`config.mk`:
```
export PLATFORM = sky130hd
export DESIGN_NAME = uart_ram_loader_flat
export DESIGN_NICKNAME = d
export VERILOG_FILES = /design/src/rtl/uart_ram_loader_if.sv /design/src/rtl/uart_ram_loader.sv /design/src/flat_wrapper.sv
export SDC_FILE = /design/constraint.sdc
export NUM_CORES = 1
export LEC_CHECK = 0
export ABC_AREA = 1
export BUFFER_PORTS_ARGS = -buffer_cell sky130_fd_sc_hd__buf_2
export CORE_ASPECT_RATIO = 1.75
export CORE_MARGIN = 2
export CORE_UTILIZATION = 64
export DETAILED_ROUTE_END_ITERATION = 12
export PLACE_DENSITY = 0.89
export SLEW_MARGIN = 20
export SYNTH_ARGS = -nofsm -noshare
export SYNTH_HDL_FRONTEND = slang
export SYNTH_SLANG_ARGS = --single-unit
```
`constraint.sdc`:
```
create_clock -name clk_25mhz -period 4.5 [get_ports clk_25mhz]
set_clock_uncertainty 0.05 [all_clocks]
set_input_delay 0.45 -clock clk_25mhz [delete_from_list [all_inputs] [get_ports clk_25mhz]]
set_output_delay 0.45 -clock clk_25mhz [all_outputs]
set_load 0.02 [all_outputs]
```
`src/rtl/uart_ram_loader_if.sv`:
```
// Bundle of the loader's UART input, instruction-RAM write port and CPU/status outputs.
// The loader uses the master side; the top level or testbench drives uart_rx.
interface uart_ram_loader_if #(
    parameter int unsigned ADDR_WIDTH = 8,
    parameter int unsigned DATA_WIDTH = 32
);
    logic                  uart_rx;
    logic                  ram_we;
    logic [ADDR_WIDTH-1:0] ram_addr;
    logic [DATA_WIDTH-1:0] ram_wdata;
    logic                  cpu_halt;
    logic                  busy;
    logic                  load_done;
    logic                  load_error;

    modport master (
        input  uart_rx,
        output ram_we, ram_addr, ram_wdata, cpu_halt, busy, load_done, load_error
    );

    modport slave (
        output uart_rx,
        input  ram_we, ram_addr, ram_wdata, cpu_halt, busy, load_done, load_error
    );
endinterface

```
`src/rtl/uart_ram_loader.sv`:
```
// Receives a framed program image over UART 8N1 and writes it into the instruction RAM,
// holding the CPU halted while a frame is in progress.
module uart_ram_loader #(
    parameter int unsigned CLK_HZ       = 25_000_000,
    parameter int unsigned BAUD         = 115_200,
    parameter int unsigned ADDR_WIDTH   = 8,
    parameter int unsigned DATA_WIDTH   = 32,
    parameter int unsigned TIMEOUT_CLKS = 2_500_000
) (
    input logic               clk_25mhz,
    input logic               reset,
    uart_ram_loader_if.master bus
);

    localparam int unsigned CLKS_PER_BIT = CLK_HZ / BAUD;
    localparam int unsigned HALF_BIT     = CLKS_PER_BIT / 2;
    localparam int unsigned CNT_W        = $clog2(CLKS_PER_BIT + 1);
    localparam int unsigned TO_W         = $clog2(TIMEOUT_CLKS + 1);
    localparam int unsigned WL_W         = ADDR_WIDTH + 1;
    localparam logic [7:0]  HEADER       = 8'hA5;

    typedef enum logic [1:0] {RxIdle, RxStart, RxData, RxStop} rx_state_e;
    typedef enum logic [2:0] {StIdle, StCount, StData, StWrite, StCheck, StErr} state_e;

    // UART receiver
    logic             rx_meta_q, rx_sync_q, rx_prev_q;
    rx_state_e        rx_state_q, rx_state_d;
    logic [CNT_W-1:0] clk_cnt_q, clk_cnt_d;
    logic [2:0]       bit_idx_q, bit_idx_d;
    logic [7:0]       shift_q, shift_d;
    logic             byte_valid;
    logic             frame_err;

    // Frame loader
    state_e                state_q, state_d;
    logic [ADDR_WIDTH-1:0] addr_q, addr_d;
    logic [DATA_WIDTH-1:0] wdata_q, wdata_d;
    logic [WL_W-1:0]       words_left_q, words_left_d;
    logic [1:0]            byte_idx_q, byte_idx_d;
    logic [7:0]            xor_q, xor_d;
    logic [TO_W-1:0]       to_cnt_q, to_cnt_d;
    logic                  halt_q, halt_d;
    logic                  busy_q, busy_d;
    logic                  done_q, done_d;
    logic                  err_q, err_d;
    logic                  in_frame;

    always_ff @(posedge clk_25mhz) begin
        if (reset) begin
            rx_meta_q  <= 1'b1;
            rx_sync_q  <= 1'b1;
            rx_prev_q  <= 1'b1;
            rx_state_q <= RxIdle;
            clk_cnt_q  <= '0;
            bit_idx_q  <= '0;
            shift_q    <= '0;
        end else begin
            rx_meta_q  <= bus.uart_rx;
            rx_sync_q  <= rx_meta_q;
            rx_prev_q  <= rx_sync_q;
            rx_state_q <= rx_state_d;
            clk_cnt_q  <= clk_cnt_d;
            bit_idx_q  <= bit_idx_d;
            shift_q    <= shift_d;
        end
    end

    always_comb begin
        rx_state_d = rx_state_q;
        clk_cnt_d  = clk_cnt_q;
        bit_idx_d  = bit_idx_q;
        shift_d    = shift_q;
        byte_valid = 1'b0;
        frame_err  = 1'b0;
        unique case (rx_state_q)
            RxIdle: begin
                clk_cnt_d = '0;
                // Edge rather than level, so a line stuck low after a bad stop bit
                // does not retrigger continuously.
                if (rx_prev_q && !rx_sync_q) begin
                    rx_state_d = RxStart;
                end
            end
            RxStart: begin
                clk_cnt_d = clk_cnt_q + 1'b1;
                if (clk_cnt_q == CNT_W'(HALF_BIT - 1)) begin
                    clk_cnt_d = '0;
                    bit_idx_d = '0;
                    rx_state_d = rx_sync_q ? RxIdle : RxData;
                end
            end
            RxData: begin
                clk_cnt_d = clk_cnt_q + 1'b1;
                if (clk_cnt_q == CNT_W'(CLKS_PER_BIT - 1)) begin
                    clk_cnt_d = '0;
                    shift_d   = {rx_sync_q, shift_q[7:1]};
                    bit_idx_d = bit_idx_q + 3'd1;
                    if (bit_idx_q == 3'd7) begin
                        rx_state_d = RxStop;
                    end
                end
            end
            RxStop: begin
                clk_cnt_d = clk_cnt_q + 1'b1;
                if (clk_cnt_q == CNT_W'(CLKS_PER_BIT - 1)) begin
                    clk_cnt_d  = '0;
                    byte_valid = rx_sync_q;
                    frame_err  = !rx_sync_q;
                    rx_state_d = RxIdle;
                end
            end
            default: rx_state_d = RxIdle;
        endcase
    end

    always_ff @(posedge clk_25mhz) begin
        if (reset) begin
            state_q      <= StIdle;
            addr_q       <= '0;
            wdata_q      <= '0;
            words_left_q <= '0;
            byte_idx_q   <= '0;
            xor_q        <= '0;
            to_cnt_q     <= '0;
            halt_q       <= 1'b0;
            busy_q       <= 1'b0;
            done_q       <= 1'b0;
            err_q        <= 1'b0;
        end else begin
            state_q      <= state_d;
            addr_q       <= addr_d;
            wdata_q      <= wdata_d;
            words_left_q <= words_left_d;
            byte_idx_q   <= byte_idx_d;
            xor_q        <= xor_d;
            to_cnt_q     <= to_cnt_d;
            halt_q       <= halt_d;
            busy_q       <= busy_d;
            done_q       <= done_d;
            err_q        <= err_d;
        end
    end

    assign in_frame = (state_q == StCount) || (state_q == StData) ||
                      (state_q == StWrite) || (state_q == StCheck);

    always_comb begin
        state_d      = state_q;
        addr_d       = addr_q;
        wdata_d      = wdata_q;
        words_left_d = words_left_q;
        byte_idx_d   = byte_idx_q;
        xor_d        = xor_q;
        to_cnt_d     = '0;
        halt_d       = halt_q;
        busy_d       = busy_q;
        done_d       = 1'b0;
        err_d        = err_q;

        if (in_frame && !byte_valid) begin
            to_cnt_d = to_cnt_q + 1'b1;
        end

        unique case (state_q)
            StIdle: begin
                if (byte_valid && shift_q == HEADER) begin
                    halt_d     = 1'b1;
                    busy_d     = 1'b1;
                    err_d      = 1'b0;
                    addr_d     = '0;
                    xor_d      = '0;
                    byte_idx_d = '0;
                    state_d    = StCount;
                end
            end
            StCount: begin
                if (byte_valid) begin
                    // A count of zero means a full RAM image.
                    words_left_d = (shift_q == 8'd0) ? (WL_W'(1) << ADDR_WIDTH)
                                                     : WL_W'(shift_q);
                    state_d = StData;
                end
            end
            StData: begin
                if (byte_valid) begin
                    wdata_d[8*byte_idx_q +: 8] = shift_q;
                    xor_d      = xor_q ^ shift_q;
                    byte_idx_d = byte_idx_q + 2'd1;
                    if (byte_idx_q == 2'd3) begin
                        state_d = StWrite;
                    end
                end
            end
            StWrite: begin
                addr_d       = addr_q + 1'b1;
                words_left_d = words_left_q - 1'b1;
                state_d      = (words_left_q == WL_W'(1)) ? StCheck : StData;
            end
            StCheck: begin
                if (byte_valid) begin
                    if (shift_q == xor_q) begin
                        done_d  = 1'b1;
                        halt_d  = 1'b0;
                        busy_d  = 1'b0;
                        state_d = StIdle;
                    end else begin
                        state_d = StErr;
                    end
                end
            end
            StErr: begin
                err_d   = 1'b1;
                busy_d  = 1'b0;
                state_d = StIdle;
            end
            default: state_d = StIdle;
        endcase

        // Abort conditions override any progress made above.
        if (in_frame && (frame_err || to_cnt_q == TO_W'(TIMEOUT_CLKS - 1))) begin
            state_d = StErr;
        end
    end

    assign bus.ram_we     = (state_q == StWrite);
    assign bus.ram_addr   = addr_q;
    assign bus.ram_wdata  = wdata_q;
    assign bus.cpu_halt   = halt_q;
    assign bus.busy       = busy_q;
    assign bus.load_done  = done_q;
    assign bus.load_error = err_q;

endmodule

```
`src/flat_wrapper.sv`:
```
// flat-port wrapper written by rule: the top's interface ports become plain ports
module uart_ram_loader_flat 
#(
    parameter int unsigned CLK_HZ       = 25_000_000,
    parameter int unsigned BAUD         = 115_200,
    parameter int unsigned ADDR_WIDTH   = 8,
    parameter int unsigned DATA_WIDTH   = 32,
    parameter int unsigned TIMEOUT_CLKS = 2_500_000
)
  (clk_25mhz, reset, bus_uart_rx, bus_ram_we, bus_ram_addr, bus_ram_wdata, bus_cpu_halt, bus_busy, bus_load_done, bus_load_error);
  uart_ram_loader_if #(.ADDR_WIDTH(ADDR_WIDTH), .DATA_WIDTH(DATA_WIDTH)) bus_i ();
  input logic clk_25mhz;
  input logic reset;
  input wire logic [$bits(bus_i.uart_rx)-1:0] bus_uart_rx;
  output wire logic [$bits(bus_i.ram_we)-1:0] bus_ram_we;
  output wire logic [$bits(bus_i.ram_addr)-1:0] bus_ram_addr;
  output wire logic [$bits(bus_i.ram_wdata)-1:0] bus_ram_wdata;
  output wire logic [$bits(bus_i.cpu_halt)-1:0] bus_cpu_halt;
  output wire logic [$bits(bus_i.busy)-1:0] bus_busy;
  output wire logic [$bits(bus_i.load_done)-1:0] bus_load_done;
  output wire logic [$bits(bus_i.load_error)-1:0] bus_load_error;
  assign bus_i.uart_rx = bus_uart_rx;
  assign bus_ram_we = bus_i.ram_we;
  assign bus_ram_addr = bus_i.ram_addr;
  assign bus_ram_wdata = bus_i.ram_wdata;
  assign bus_cpu_halt = bus_i.cpu_halt;
  assign bus_busy = bus_i.busy;
  assign bus_load_done = bus_i.load_done;
  assign bus_load_error = bus_i.load_error;
  uart_ram_loader #(.CLK_HZ(CLK_HZ), .BAUD(BAUD), .ADDR_WIDTH(ADDR_WIDTH), .DATA_WIDTH(DATA_WIDTH), .TIMEOUT_CLKS(TIMEOUT_CLKS)) u_core (.clk_25mhz(clk_25mhz), .reset(reset), .bus(bus_i));
endmodule
```
==> results.py, run 1 <==
metrics = {
    "run_status": {
        "outcome": "completed",
    },
    "synthesis": {
        "syn_avg_cell_area_um2": 7.16,
        "yosysMostFrequentCell": "nand2_1",
        "synth_seq_area_share_pct": 41.3,
        "synth_area_leaders": "dfxtp_1 (41%), nand2_1 (9.1%), inv_1 (7.4%)",
        "synth_cells": 758,
        "synth-async-reset-ratio_pct": 0,
        "yosys.cell_types.count": 40,
        "yosys.area.top_type_share_pct": 41.3,
        "netlist_area_mm2": 0.00543,
        "yosys.area.top_type": "dfxtp_1",
        "ys_ff_latch": 112,
        "synth_top_flop_cell": "dfxtp_1",
        "yosys_warnings": 0,
        "synth_common_cells": "nand2_1 (131), dfxtp_1 (112), inv_1 (107)",
        "synth_fp_nets": 775,
        "synth_edf_count": 0,
    },
    "pwr": {
        "power.total_uw": 1920,
        "p_int_uw": 1480,
        "clkPwrFrac_pct": 42.9,
        "powerDensity_mw_per_mm2": 320,
        "p_sw_uw": 444,
        "pwr-share-seq_pct": 52.6,
        "leakage_uw": 0.00259,
        "p_sw_share_pct": 23.1,
        "irDropWorstVdd_v": 0.000236,
        "combPwrFrac_pct": 4.6,
    },
    "sta": {
        "setup_tns_ns": 0,
        "period_share_pct": 63.7,
        "hold_violations": 0,
        "setup_viol": 0,
        "slew-limit-headroom_pct": 54.5,
        "tightestPinTransition_ns": 0.680,
        "rsz0062_at_grt": "false",
        "slew_viol_final": 0,
        "fmax_mhz": 349,
        "setup_slack_ns": 1.63,
        "post-route-min-period_ns": 2.87,
    },
    "placement": {
        "place.gp.congestion": 0.882,
        "numPortBuffers": 47,
        "dp_hpwl_um": 9590,
        "dp_slack_ns": 1.87,
    },
    "worst_setup_path": {
        "max_stage_delay_ns": 0.63,
        "critPathLaunch": "u_core.state_q[2]$_SDFFE_PP0P_",
        "cp_cell_sequence": "nor2_1, nand2_1, clkinv_1, buf_2",
        "crit_arrival_ns": 2.37,
        "critical_path.startpoint_type": "flop",
        "endpoint_kind": "output pin",
        "cp_data_required_time_ns": 4.00,
        "r2r_start": "u_core.byte_idx_q[0]$_SDFFE_PP0P_",
        "path_class": "reg -> out",
        "worstPathMaxFanout": 20,
        "slowest_stage": "clkinv_1",
    },
    "drt": {
        "wl_um": 13300,
        "wl_met2_um": 7420,
        "top_layer": "met4",
        "vias": 5097,
        "ant_nets": 0,
        "wl_met3_um": 532,
        "firstDrtPassIters": 6,
        "drt_iter0_markers": 321,
        "wl_per_cell_um": 14.9,
        "routed_via_density": 5.70,
        "drc": 0,
        "drt-met1-wl_um": 4860,
    },
    "clock_tree": {
        "numCtsBuffers": 9,
        "postCtsSetupRepairBufs": 0,
        "clkLatencyLatePin_ns": 0.35,
        "cts_htree_levels": 3,
        "cts_tree": "built",
        "cts_hold_buf": 0,
        "cts_buffer_depth": 2,
        "ctsResizeCount": 0,
        "clock-root-buffer": "clkbuf_16",
        "clock-sinks": 112,
        "clkTransAtPathRegs_ns": 0.07,
    },
    "run": {
        "cap_violations": 0,
    },
    "global_routing": {
        "grt_max_degree": 48,
        "antenna_found_initial": 0,
        "grt_pass1_wl_um": 21700,
        "overflow": 0,
        "grtUsageTotal_pct": 29.5,
        "grt_pass1_vias": 4813,
    },
    "cells_and_area": {
        "diodes": 0,
        "area_growth_pct": 10.7,
        "nNetsFinal": 814,
        "drive_gt1_share_pct": 11.5,
    },
    "floorplan": {
        "coreArea_mm2": 0.00826,
        "rows": 44,
        "die_h_um": 126,
        "ioPinCount": 48,
        "die_area_mm2": 0.00926,
        "start_util_pct": 65.7,
        "fp.dieW_um": 73.6,
    },
    "hold_path": {
        "hp-start": "bus_uart_rx",
        "hp-class": "in -> reg",
    },
}
## stage by stage
step	cells	util [%]	hold slack, ns	cell area [µm²]
5_1_grt	894	72.7	0.241	6010
3_3_place_gp	878	69.0	0.341	5700
4_1_cts	894	72.7	0.228	6010
2_1_floorplan	758	-	0.339	5430
6_report	894	72.7	0.228	6010
3_5_place_dp	878	69.0	0.344	5700
## cells in the final DEF, fill, tap and decap left out, types with 3 or more instances in the layout
cell	n
dfxtp_1	112
nand2_2	4
or2_2	4
nor3_1	21
nor2_1	86
nand3_1	52
a211oi_1	16
a211oi_2	6
clkinv_4	3
ha_1	14
a31oi_1	4
clkinv_1	5
clkbuf_16	9
o21ai_0	48
nand4_1	6
buf_2	47
o211ai_1	3
inv_1	107
xor2_1	6
a21oi_1	80
buf_4	3
nand2_1	131
xnor2_1	8
## sequential cells by signal, summed over array words and instances, names as in the netlist, 3 cells and up, named ones only
| name | flops |
|---|---|
| u_core.bus.ram_wdata | 32 |
| u_core.to_cnt_q | 22 |
| u_core.words_left_q | 9 |
| u_core.bus.ram_addr | 8 |
| u_core.clk_cnt_q | 8 |
| u_core.shift_q | 8 |
| u_core.xor_q | 8 |
| u_core.bit_idx_q | 3 |
| u_core.state_q | 3 |
## worst max-delay path, delay by kind of cell, from the launching register on
family	cells	cell delay, ns
flip-flops	1	0.42
AND/OR/NAND/NOR	2	0.62
buffers and inverters	2	0.97
## power groups by stage
stage | combinational, µW | sequential (µW) | clock, µW
floorplan | 64.0 | 1030 | 0
global placement | 76.6 | 1030 | 0
detailed placement | 83.5 | 1030 | 0
CTS | 84.7 | 1010 | 829
global route | 95.8 | 1010 | 869
finish | 87.8 | 1010 | 823
## area by class of cell
cell class                      count  area (µm²)
Multi-Input combinational cell    511        2660
Fill cell                         665        2250
Sequential cell                   112        2240
Inverter                          113         424
Timing Repair Buffer               50         258
Clock buffer                       11         243
Tap cell                           92         115
Clock inverter                      5        65.1
## logic make-up (layout without fill, tap and decap cells)
logic type               count (synthesis)  in the layout  share of synthesized area (%)
AO/OA/AOI/OAI                          164            164                           17.5
XOR/XNOR                                14             14                           2.26
adder cells (fa/ha/maj)                 14             14                           3.23
buffers and inverters                  135            179                           9.68
flip-flops                             112            112                           41.3
AND/OR/NAND/NOR                        319            319                           26.1
## worst paths after layout
| path | endpoint | slack, ns | depth (start not counted) |
|---|---|---|---|
| max | bus_ram_we | 1.63 | 4 |
| min | u_core.rx_meta_q$_SDFF_PP1_ | 0.23 | 2 |
| max reg2reg | u_core.bus.ram_wdata[19]$_SDFFE_PP0P_ | 1.81 | 8 |
| min reg2reg | u_core.rx_sync_q$_SDFF_PP1_ | 0.36 | 1 |
## layer usage
layer,vias to the layer above,GRT usage (%)
met2,159,55.4
met5,-,0
met1,2349,29.7
met3,44,5.44
li1,2545,-
met4,0,13.7
(Power assumes the default switching activity.)
==> inputs of run 2 (changes only) <==
--- a/config.mk
+++ b/config.mk
@@ -9,9 +9,9 @@
 export BUFFER_PORTS_ARGS = -buffer_cell sky130_fd_sc_hd__buf_2
 export CORE_ASPECT_RATIO = 1.75
 export CORE_MARGIN = 2
-export CORE_UTILIZATION = 64
+export CORE_UTILIZATION = 59
 export DETAILED_ROUTE_END_ITERATION = 12
-export PLACE_DENSITY = 0.89
+export PLACE_DENSITY = 0.83
 export SLEW_MARGIN = 20
 export SYNTH_ARGS = -nofsm -noshare
 export SYNTH_HDL_FRONTEND = slang
==> constraint.sdc (replaced) <==
create_clock -name clk_25mhz -period 2.87 [get_ports clk_25mhz]
set_clock_uncertainty 0.05 [all_clocks]
set_input_delay 0.287 -clock clk_25mhz [delete_from_list [all_inputs] [get_ports clk_25mhz]]
set_output_delay 0.287 -clock clk_25mhz [all_outputs]
set_load 0.02 [all_outputs]
==> results.py, run 2 (synthesized netlist as in run 1, its figures left out) <==
metrics = {
    "worst_setup_path": {
        "cp_data_required_time_ns": 2.53,
        "crit_arrival_ns": 2.11,
        "r2r_cells": 8,
        "critical_path.startpoint_type": "flop",
        "max_stage_delay_ns": 0.55,
        "path_class": "reg -> out",
        "critPathBufInv": 2,
        "r2r-end": "u_core.bus.ram_wdata[21]$_SDFFE_PP0P_",
        "r2r_slack_ns": 0.52,
        "slowest_stage": "clkinv_1",
        "crit_family": "buffers and inverters",
        "worstPathMaxFanout": 19,
        "endpoint_kind": "output pin",
        "r2r_start": "u_core.byte_idx_q[0]$_SDFFE_PP0P_",
        "cp_cell_sequence": "nor2_1, nand2_1, clkinv_1, buf_2",
    },
    "floorplan": {
        "start_util_pct": 60.5,
        "rows": 46,
        "fp.dieW_um": 76.5,
        "die_h_um": 131,
        "ioPinCount": 48,
        "coreArea_mm2": 0.00898,
        "die_area_mm2": 0.0100,
    },
    "sta": {
        "hold_ws_ns": 0.0659,
        "slew-limit-headroom_pct": 61.9,
        "post-route-min-period_ns": 2.45,
        "tightestPinTransition_ns": 0.567,
        "setup_viol": 0,
        "slew_viol_final": 0,
        "rsz0062_at_grt": "false",
        "fmax_mhz": 408,
        "period_share_pct": 85.4,
        "setup_tns_ns": 0,
        "hold_violations": 0,
    },
    "clock_tree": {
        "cts_htree_levels": 3,
        "cts_hold_buf": 0,
        "numCtsBuffers": 9,
        "clkLatencyLatePin_ns": 0.35,
        "clock-sinks": 112,
        "cts_tree": "built",
        "clkTransAtPathRegs_ns": 0.07,
        "ctsResizeCount": 0,
        "postCtsSetupRepairBufs": 0,
        "cts_buffer_depth": 2,
        "clock-root-buffer": "clkbuf_16",
    },
    "hold_path": {
        "whs_path_depth": 2,
        "hp-start": "bus_uart_rx",
        "hold_end": "u_core.rx_meta_q$_SDFF_PP1_",
        "hp-class": "in -> reg",
    },
    "global_routing": {
        "grt_pass1_vias": 4786,
        "grt_max_degree": 48,
        "overflow": 0,
        "antenna_found_initial": 0,
        "grtUsageTotal_pct": 25.8,
        "grt_pass1_wl_um": 20900,
    },
    "cells_and_area": {
        "mostFrequentLayoutCell": "nand2_1",
        "drive_gt1_share_pct": 11.7,
        "fin_cells": 924,
        "fin_area_mm2": 0.00603,
        "largest_register_ffs": 32,
        "layout_common_cells": "nand2_1 (131), dfxtp_1 (112), inv_1 (107)",
        "nNetsFinal": 816,
        "area_growth_pct": 11.1,
        "diodes": 0,
        "final_core_util_pct": 67.2,
    },
    "drt": {
        "ant_nets": 0,
        "drc": 0,
        "drt_iter0_markers": 288,
        "vias": 5064,
        "wl_um": 12700,
        "wl_per_cell_um": 13.7,
        "routed_via_density": 5.48,
        "firstDrtPassIters": 5,
    },
    "pwr": {
        "irDropWorstVdd_v": 0.000338,
        "leakage_uw": 0.00258,
        "powerDensity_mw_per_mm2": 480,
    },
    "placement": {
        "place.gp.congestion": 0.913,
        "numPortBuffers": 47,
        "dp_hpwl_um": 9250,
        "dpl_cell_area_mm2": 0.00575,
        "placed_cells": 908,
    },
    "run_status": {
        "outcome": "completed",
    },
    "run": {
        "cap_violations": 0,
    },
}
## run 2: changes by cell type in the layout (fill, tap and decap cells not counted), sizes merged
cell      change
inv           +1
clkinvlp      +1
clkbuf        -1
bufinv        -1
buf           +2
## run 2: layout make-up
cell class,count,area (µm²)
tap,120,150
clock buffer,10,229
sequential,112,2240
clock inverter,6,53.8
timing repair buffer,52,273
fill,790,2950
inverter,113,424
multi-input combinational,511,2660
## run 2: through the flow
stage | worst slack, ns | total power [µW]
after global placement | 0.700 | 1740
after floorplan | 0.772 | 1720
after detailed placement | 0.546 | 1740
after global routing | 0.239 | 3000
final | 0.420 | 2900
after CTS | 0.448 | 2910
## run 2: routing by layer
layer  share of wire [%]  wire, µm  global-route usage (%)  up-vias
met4                 5.2       657                    17.6        0
met1                  37      4680                    24.9     2314
met5                   0         0                       0        -
met3                 4.0       510                    4.12       51
met2                  54      6810                    49.8      147
li1                    -         -                       -     2552
## run 2: report_power, final
group | switching, µW | total [µW] | internal [µW] | leakage, µW
sequential | 17.3 | 1590 | 1570 | 0.000903
combinational | 87.4 | 126 | 38.5 | 0.00155
clock | 581 | 1180 | 603 | 0.000135
## run 2: how the worst max path moves through the flow
stage / start / to / slack (ns) / depth (start not counted)
2_1_floorplan: u_core.byte_idx_q[0]$_SDFFE_PP0P_ / u_core.bus.ram_wdata[19]$_SDFFE_PP0P_ / 0.77 / 9
3_3_place_gp: u_core.byte_idx_q[0]$_SDFFE_PP0P_ / u_core.bus.ram_wdata[22]$_SDFFE_PP0P_ / 0.70 / 8
3_5_place_dp: u_core.byte_idx_q[0]$_SDFFE_PP0P_ / u_core.bus.ram_wdata[21]$_SDFFE_PP0P_ / 0.55 / 8
4_1_cts: u_core.state_q[2]$_SDFFE_PP0P_ / bus_ram_we / 0.45 / 4
5_1_grt: u_core.state_q[2]$_SDFFE_PP0P_ / bus_ram_we / 0.24 / 4
6_report: u_core.state_q[2]$_SDFFE_PP0P_ / bus_ram_we / 0.42 / 4
## run 2: worst register-to-register path, delay by kind of cell (launching register included)
| kind | cells | cell delay (ns) |
|---|---|---|
| and+or+nand+nor | 4 | 0.76 |
| DFF | 1 | 0.49 |
| adders and majority gates | 1 | 0.48 |
| buffers and inverters | 2 | 0.44 |
| AOI/OAI and AO/OA | 1 | 0.08 |
